<file path="src/rtl/seq_alu_pkg.sv">
// seq_alu_pkg
//   Shared definitions for the sequential ALU: opcode encodings, the
//   handshake FSM state type and the state width.
//   Optional feature macro used by the design: SEQ_ALU_MUL_EN.
package seq_alu_pkg;

  localparam int STATE_W = 2;

  localparam logic [3:0] OP_ADD  = 4'h0;
  localparam logic [3:0] OP_ADDC = 4'h1;
  localparam logic [3:0] OP_SUB  = 4'h2;
  localparam logic [3:0] OP_SUBB = 4'h3;
  localparam logic [3:0] OP_DEC  = 4'h4;
  localparam logic [3:0] OP_INC  = 4'h5;
  localparam logic [3:0] OP_TRAN = 4'h6;
  localparam logic [3:0] OP_AND  = 4'h7;
  localparam logic [3:0] OP_OR   = 4'h8;
  localparam logic [3:0] OP_XOR  = 4'h9;
  localparam logic [3:0] OP_NOT  = 4'hA;
  localparam logic [3:0] OP_SHL  = 4'hB;
  localparam logic [3:0] OP_SHR  = 4'hC;
  localparam logic [3:0] OP_MUL  = 4'hD;

  typedef enum logic [STATE_W-1:0] {
    ST_IDLE = 2'd0,
    ST_EXEC = 2'd1,
    ST_MUL  = 2'd2,
    ST_DONE = 2'd3
  } state_t;

endpackage

</file>
<file path="src/rtl/seq_alu_mul.sv">
// seq_alu_mul
//   Unsigned shift-add multiplier. A start pulse loads the operands; the
//   product is built one partial product per cycle over WIDTH cycles.
//   done rises after the last step and stays high until the next start.
// Ports
//   clk, rst      clock, asynchronous active-high reset
//   start         load operands and begin iterating
//   opd_a, opd_b  multiplicand / multiplier (WIDTH bits)
//   busy          iteration in progress
//   done          product valid
//   product       2*WIDTH bit result
module seq_alu_mul #(
  parameter int WIDTH = 8
) (
  input  logic               clk,
  input  logic               rst,
  input  logic               start,
  input  logic [WIDTH-1:0]   opd_a,
  input  logic [WIDTH-1:0]   opd_b,
  output logic               busy,
  output logic               done,
  output logic [2*WIDTH-1:0] product
);

  localparam int CW = (WIDTH > 2) ? $clog2(WIDTH) : 1;

  logic [2*WIDTH-1:0] acc_reg;
  logic [2*WIDTH-1:0] mcand_reg;
  logic [WIDTH-1:0]   mplier_reg;
  logic [CW-1:0]      cnt_reg;
  logic               busy_reg;
  logic               done_reg;

  always_ff @(posedge clk or posedge rst) begin
    if (rst) begin
      acc_reg    <= '0;
      mcand_reg  <= '0;
      mplier_reg <= '0;
      cnt_reg    <= '0;
      busy_reg   <= 1'b0;
      done_reg   <= 1'b0;
    end else if (start) begin
      acc_reg    <= '0;
      mcand_reg  <= {{WIDTH{1'b0}}, opd_a};
      mplier_reg <= opd_b;
      cnt_reg    <= '0;
      busy_reg   <= 1'b1;
      done_reg   <= 1'b0;
    end else if (busy_reg) begin
      // Add the shifted multiplicand when the current multiplier LSB is set.
      if (mplier_reg[0])
        acc_reg <= acc_reg + mcand_reg;
      mcand_reg  <= mcand_reg << 1;
      mplier_reg <= mplier_reg >> 1;
      cnt_reg    <= cnt_reg + 1'b1;
      if (cnt_reg == CW'(WIDTH - 1)) begin
        busy_reg <= 1'b0;
        done_reg <= 1'b1;
      end
    end
  end

  assign busy    = busy_reg;
  assign done    = done_reg;
  assign product = acc_reg;

endmodule

</file>
<file path="src/rtl/seq_alu.sv">
// seq_alu
//   Registered ALU with valid/ready handshakes on both sides. A persistent
//   carry register chains ADDC/SUBB across operations. Illegal opcodes give
//   res=0 and raise err_flag.
//   Macro SEQ_ALU_MUL_EN: when defined, opcode D runs a WIDTH-cycle
//   shift-add multiply in seq_alu_mul; when undefined, D is illegal.
// Ports
//   clk, rst             clock, asynchronous active-high reset
//   in_valid/in_ready    operand-side handshake (opcode, opd_1, opd_2)
//   out_valid/out_ready  result-side handshake
//   res                  2*WIDTH bit result
//   c_flag, z_flag       carry/borrow register, result-is-zero
//   err_flag             last operation had an illegal opcode
module seq_alu
  import seq_alu_pkg::*;
#(
  parameter int WIDTH = 8
) (
  input  logic               clk,
  input  logic               rst,
  input  logic               in_valid,
  output logic               in_ready,
  input  logic [3:0]         opcode,
  input  logic [WIDTH-1:0]   opd_1,
  input  logic [WIDTH-1:0]   opd_2,
  output logic               out_valid,
  input  logic               out_ready,
  output logic [2*WIDTH-1:0] res,
  output logic               c_flag,
  output logic               z_flag,
  output logic               err_flag
);

  state_t             state_reg, state_next;
  logic [3:0]         op_reg;
  logic [WIDTH-1:0]   a_reg, b_reg;
  logic [2*WIDTH-1:0] res_reg;
  logic               c_reg, z_reg, err_reg;

  logic               accept;
  logic [2*WIDTH-1:0] a_ext, b_ext, c_ext;
  logic [2*WIDTH-1:0] alu_res;
  logic               alu_c, alu_err, alu_z;
  logic               mul_start, mul_busy, mul_done;
  logic [2*WIDTH-1:0] mul_product;

  assign accept = (state_reg == ST_IDLE) && in_valid;

`ifdef SEQ_ALU_MUL_EN
  assign mul_start = accept && (opcode == OP_MUL);

  seq_alu_mul #(.WIDTH(WIDTH)) u_mul (
    .clk     (clk),
    .rst     (rst),
    .start   (mul_start),
    .opd_a   (opd_1),
    .opd_b   (opd_2),
    .busy    (mul_busy),
    .done    (mul_done),
    .product (mul_product)
  );
`else
  assign mul_start   = 1'b0;
  assign mul_busy    = 1'b0;
  assign mul_done    = 1'b0;
  assign mul_product = '0;
`endif

  // Single-cycle datapath on the latched operands; carry-in is the
  // registered c_flag captured at acceptance (it cannot change before EXEC).
  assign a_ext = {{WIDTH{1'b0}}, a_reg};
  assign b_ext = {{WIDTH{1'b0}}, b_reg};
  assign c_ext = {{(2*WIDTH-1){1'b0}}, c_reg};

  always_comb begin
    alu_res = '0;
    alu_c   = c_reg;
    alu_err = 1'b0;
    case (op_reg)
      OP_ADD:  begin alu_res = a_ext + b_ext;          alu_c = 1'b0;           end
      OP_ADDC: begin alu_res = a_ext + b_ext + c_ext;  alu_c = alu_res[WIDTH]; end
      OP_SUB:  begin alu_res = a_ext - b_ext;          alu_c = 1'b0;           end
      OP_SUBB: begin alu_res = a_ext - b_ext - c_ext;  alu_c = alu_res[WIDTH]; end
      OP_DEC:  begin alu_res = a_ext - 1'b1;           alu_c = alu_res[WIDTH]; end
      OP_INC:  begin alu_res = a_ext + 1'b1;           alu_c = alu_res[WIDTH]; end
      OP_TRAN: alu_res = a_ext;
      OP_AND:  alu_res = a_ext & b_ext;
      OP_OR:   alu_res = a_ext | b_ext;
      OP_XOR:  alu_res = a_ext ^ b_ext;
      OP_NOT:  alu_res = {{WIDTH{1'b0}}, ~a_reg};
      OP_SHL:  alu_res = a_ext << 1;
      OP_SHR:  alu_res = a_ext >> 1;
      default: begin alu_res = '0; alu_c = 1'b0; alu_err = 1'b1; end
    endcase
    alu_z = !alu_err && (alu_res == '0);
  end

  // Handshake FSM
  always_comb begin
    state_next = state_reg;
    case (state_reg)
      ST_IDLE: begin
        if (accept)
          state_next = mul_start ? ST_MUL : ST_EXEC;
      end
      ST_EXEC: state_next = ST_DONE;
      ST_MUL: begin
        if (mul_done && !mul_busy)
          state_next = ST_DONE;
      end
      ST_DONE: begin
        if (out_ready)
          state_next = ST_IDLE;
      end
      default: state_next = ST_IDLE;
    endcase
  end

  always_ff @(posedge clk or posedge rst) begin
    if (rst) begin
      state_reg <= ST_IDLE;
      op_reg    <= '0;
      a_reg     <= '0;
      b_reg     <= '0;
      res_reg   <= '0;
      c_reg     <= 1'b0;
      z_reg     <= 1'b0;
      err_reg   <= 1'b0;
    end else begin
      state_reg <= state_next;
      if (accept) begin
        op_reg <= opcode;
        a_reg  <= opd_1;
        b_reg  <= opd_2;
      end
      if (state_reg == ST_EXEC) begin
        res_reg <= alu_res;
        c_reg   <= alu_c;
        z_reg   <= alu_z;
        err_reg <= alu_err;
      end else if (state_reg == ST_MUL && mul_done && !mul_busy) begin
        // Carry is left untouched by MUL.
        res_reg <= mul_product;
        z_reg   <= (mul_product == '0);
        err_reg <= 1'b0;
      end
    end
  end

  assign in_ready  = (state_reg == ST_IDLE);
  assign out_valid = (state_reg == ST_DONE);
  assign res       = res_reg;
  assign c_flag    = c_reg;
  assign z_flag    = z_reg;
  assign err_flag  = err_reg;

endmodule

</file>
<file path="config.mk">
export PLATFORM = sky130hd
export DESIGN_NAME = seq_alu
export DESIGN_NICKNAME = d
export VERILOG_FILES = /design/src/rtl/seq_alu_pkg.sv /design/src/rtl/seq_alu_mul.sv /design/src/rtl/seq_alu.sv
export SDC_FILE = /design/constraint.sdc
export NUM_CORES = 1
export LEC_CHECK = 0
export ABC_AREA = 1
export CORE_ASPECT_RATIO = 1.5
export CORE_UTILIZATION = 41
export CTS_CLUSTER_SIZE = 30
export DETAILED_ROUTE_END_ITERATION = 7
export SYNTH_ARGS = -nofsm -noshare
export SYNTH_HDL_FRONTEND = slang
export SYNTH_SLANG_ARGS = --single-unit
</file>
<file path="constraint.sdc">
create_clock -name clk -period 3.1 [get_ports clk]
set_clock_uncertainty 0.2 [all_clocks]
set_input_delay 0.465 -clock clk [delete_from_list [all_inputs] [get_ports clk]]
set_output_delay 0.465 -clock clk [all_outputs]
set_load 0.005 [all_outputs]
</file>
==> metrics.md <==
| Metric | Value |
|---|---|
| Commonest cells after routing, fill and taps aside | `nand2_1, nor2_1, nand3_1` |
| Core Area | `9310 um^2` |
| Area of the multi-input gates | `2670 um^2` |
| CTS buffer count | `5` |
| I/O pins | `45` |
| Filler Cell Count | `~1000` |
| Share of cells above drive strength 1 | `under 10%` |
| IO Port Bufs | `44` |
| Cell repeated most along the worst path | `nand3_1` |
| Clk root buf | `clkbuf_16` |
| Syn. warnings | `0` |
| Hpwl dp | `11700 um` |
| Num rows | `43` |
| Nets | `793` |
| Max cap viols | `0` |
| Final Hold Fails | `0` |
| Flops & latches, synth | `36` |
| Syn Nets | `about 730` |
| Grt ovf | `0` |
| Vias per cell | `5.37` |
| RSZ-0062 raised after global routing | `true` |
| FMAX | `326 MHz` |
| DIE AREA | `10000 um^2` |
| Worst EP required | `3130 ps` |
| Htree depth | `2` |
| CTS tree | `done` |
| CP endpoint kind | `register` |
| Sink Count | `36` |
| Design area | `approximately 4900 um^2` |
| Initial antenna violation count | `0` |
| Worst-Skew Late Latency | `300 ps` |
| Worst-margin pin slew | `557 ps` |
| Placed cell areas | `4660 um^2` |
| Clk buf depth | `2` |
| Die outline height | `between 100 and 150 um` |
| WP data arrival | `between 3000 and 4000 ps` |
| Sequential fraction of the synthesis area | `22.8%` |
| Minimum clock period | `~3100 ps` |
| Initial cell density of the core | `42.4%` |
| Crit start category | `register` |
| Worst Path Buf+Inv | `1` |
| Most common cell after layout, fill and taps aside | `nand2_1` |
| Max-Slew Margin vs Limit | `62.7%` |
| Period utilization | `99.1%` |
| WL/cell | `16.7 um` |
| Commonest register cell after synthesis | `dfrtp_1` |
| CP delay by family, top | `simple AND/OR/NAND/NOR gates` |
| Routed WL | `around 14000 um` |
| All-layer global routing usage | `30.1%` |
| Power per Cell Area | `1270 nW/um^2` |
| Register area | `903 um^2` |
| Final cell utilization of the core | `52.4%` |
| Antenna Cells | `0` |
| Critical path's largest stage delay | `about 560 ps` |
| Vias in the first global route | `~4400` |
| Worst vdd ir | `about 0.6 mV` |
| Post-route setup TNS | `0 ps` |
| Die Wd | `between 80 and 90 um` |
| Initial detailed-routing violation count | `around 310` |
| ANT nets after route | `0` |
| Worst min-delay path category | `reg -> reg` |
| Final Wtd Congestion | `about 1.0` |
| Synth cell types | `32` |
| Async SR Flop Fraction | `100%` |
| Hold WS | `277 ps` |
| First-pass GRT wire length | `approximately 22000 um` |
| DRC | `0` |
| Final setup viols | `0` |
| Status | `completed` |
| Leak pwr | `approximately 2.5 nW` |
| Final Max Tran Viols | `0` |
| Critical path peak fanout | `3` |
| Critical path cell sequence | `ha_1 > fa_1 > ha_1 > inv_1 > nor2_2 > nand3_1 > nor2_2 > nand3_1 > nand3_1 > nand2_1 > nor2_2 > nand3_1 > nor2_1 > nand3_1 > nand2_1` |
| Mapped Avg Cell Area | `5.91 um^2` |
| Post-synth EDFFs | `0` |
| Worst path slowest cell | `fa_1` |
| Synth-to-Final Area Change | `23.6%` |
| Crit path kind | `reg -> reg` |
| Total number of vias | `4553` |
| Netlist Area Pre-Place | `3940 um^2` |
| Clk slew on worst S/H paths | `60 ps` |
| Max reg flops | `11` |
| Cell count after synthesis | `667` |
| Drt pass-1 iters | `5` |
| Largest net degree at the start of global routing | `41` |
final timing paths:
check,from,endpoint,slack [ps],depth (start not counted)
max,b_reg[0],z_flag,30,15
min,z_flag,z_flag,280,2
max reg2reg,b_reg[0],z_flag,30,15
min reg2reg,z_flag,z_flag,280,2
max in group asynchronous,rst,a_reg[1],1940,3
min in group asynchronous,rst,state_reg[1],390,3
power breakdown:
part | internal, mW | total (mW) | switching, mW
Combinational | 1.71 | 4.81 | 3.10
Sequential | 0.679 | 0.843 | 0.164
Clock | 0.297 | 0.516 | 0.219
per-layer routing:
metal	part of all wire (%)	up-vias	GRT usage, %
li1	-	2257	-
met1	37	2071	31.5
met2	50	160	51.7
met3	4.7	65	5.24
met4	8.2	0	23.6
met5	0	-	0
worst register-to-register path, cell delays in order, from the launching register on:
cell	delay [ps]
dfrtp_1	440
ha_1	240
fa_1	560
ha_1	160
inv_1	60
nor2_2	140
nand3_1	140
nor2_2	210
nand3_1	150
nand3_1	120
nand2_1	120
nor2_2	140
nand3_1	100
nor2_1	110
nand3_1	70
nand2_1	60
synthesized netlist by cell type, types with 3 or more instances:
library cell    n  share of area (%)
a21oi_1        30                3.8
buf_2           5               0.63
buf_4           7                1.3
clkbuf_1        8               0.76
dfrtp_1        36                 23
ha_1           32                 10
inv_1          74                7.0
nand2_1       208                 20
nand3_1        74                9.4
nand3b_1        8                1.5
nand4_1        14                2.2
nor2_1        115                 11
nor2_2          4               0.63
nor3_1          3               0.38
o21ai_0        23                2.9
metrics by stage:
stage	power [mW]	setup slack, ps	cells
after floorplan	3.79	348	667
after global placement	5.44	-77.4	836
after detailed placement	5.47	-105	836
after CTS	6.03	27.6	846
after global routing	6.72	-115	848
final	6.17	28.2	848
area by class of cell:
cell class              instances  share of cell area (%)
clock buffers                   5                    2.57
multi-input cells             532                    54.7
well taps                     112                    2.87
inverters                      77                    5.93
flip-flops and latches         36                    18.5
clock inverters                 3                   0.385
repair buffers                 83                    15.0
repair_timing:
| item | CTS | global route |
|---|---|---|
| hold buffers | 0 | 0 |
| pin swaps | 1 | 8 |
| resized for setup | 2 | 13 |
| endpoints found under the setup margin | 1 | 4 |
| setup buffers | 2 | 2 |
logic make-up after synthesis:
kind of cell | after synthesis | share of synthesized area (%)
AO/OA/AOI/OAI | 66 | 9.17
XOR/XNOR | 2 | 0.444
adder cells (fa/ha/maj) | 34 | 11.2
buffers and inverters | 99 | 10.6
flip-flops | 36 | 22.8
AND/OR/NAND/NOR | 430 | 45.7
No activity file was read; power rests on OpenSTA's default activity.
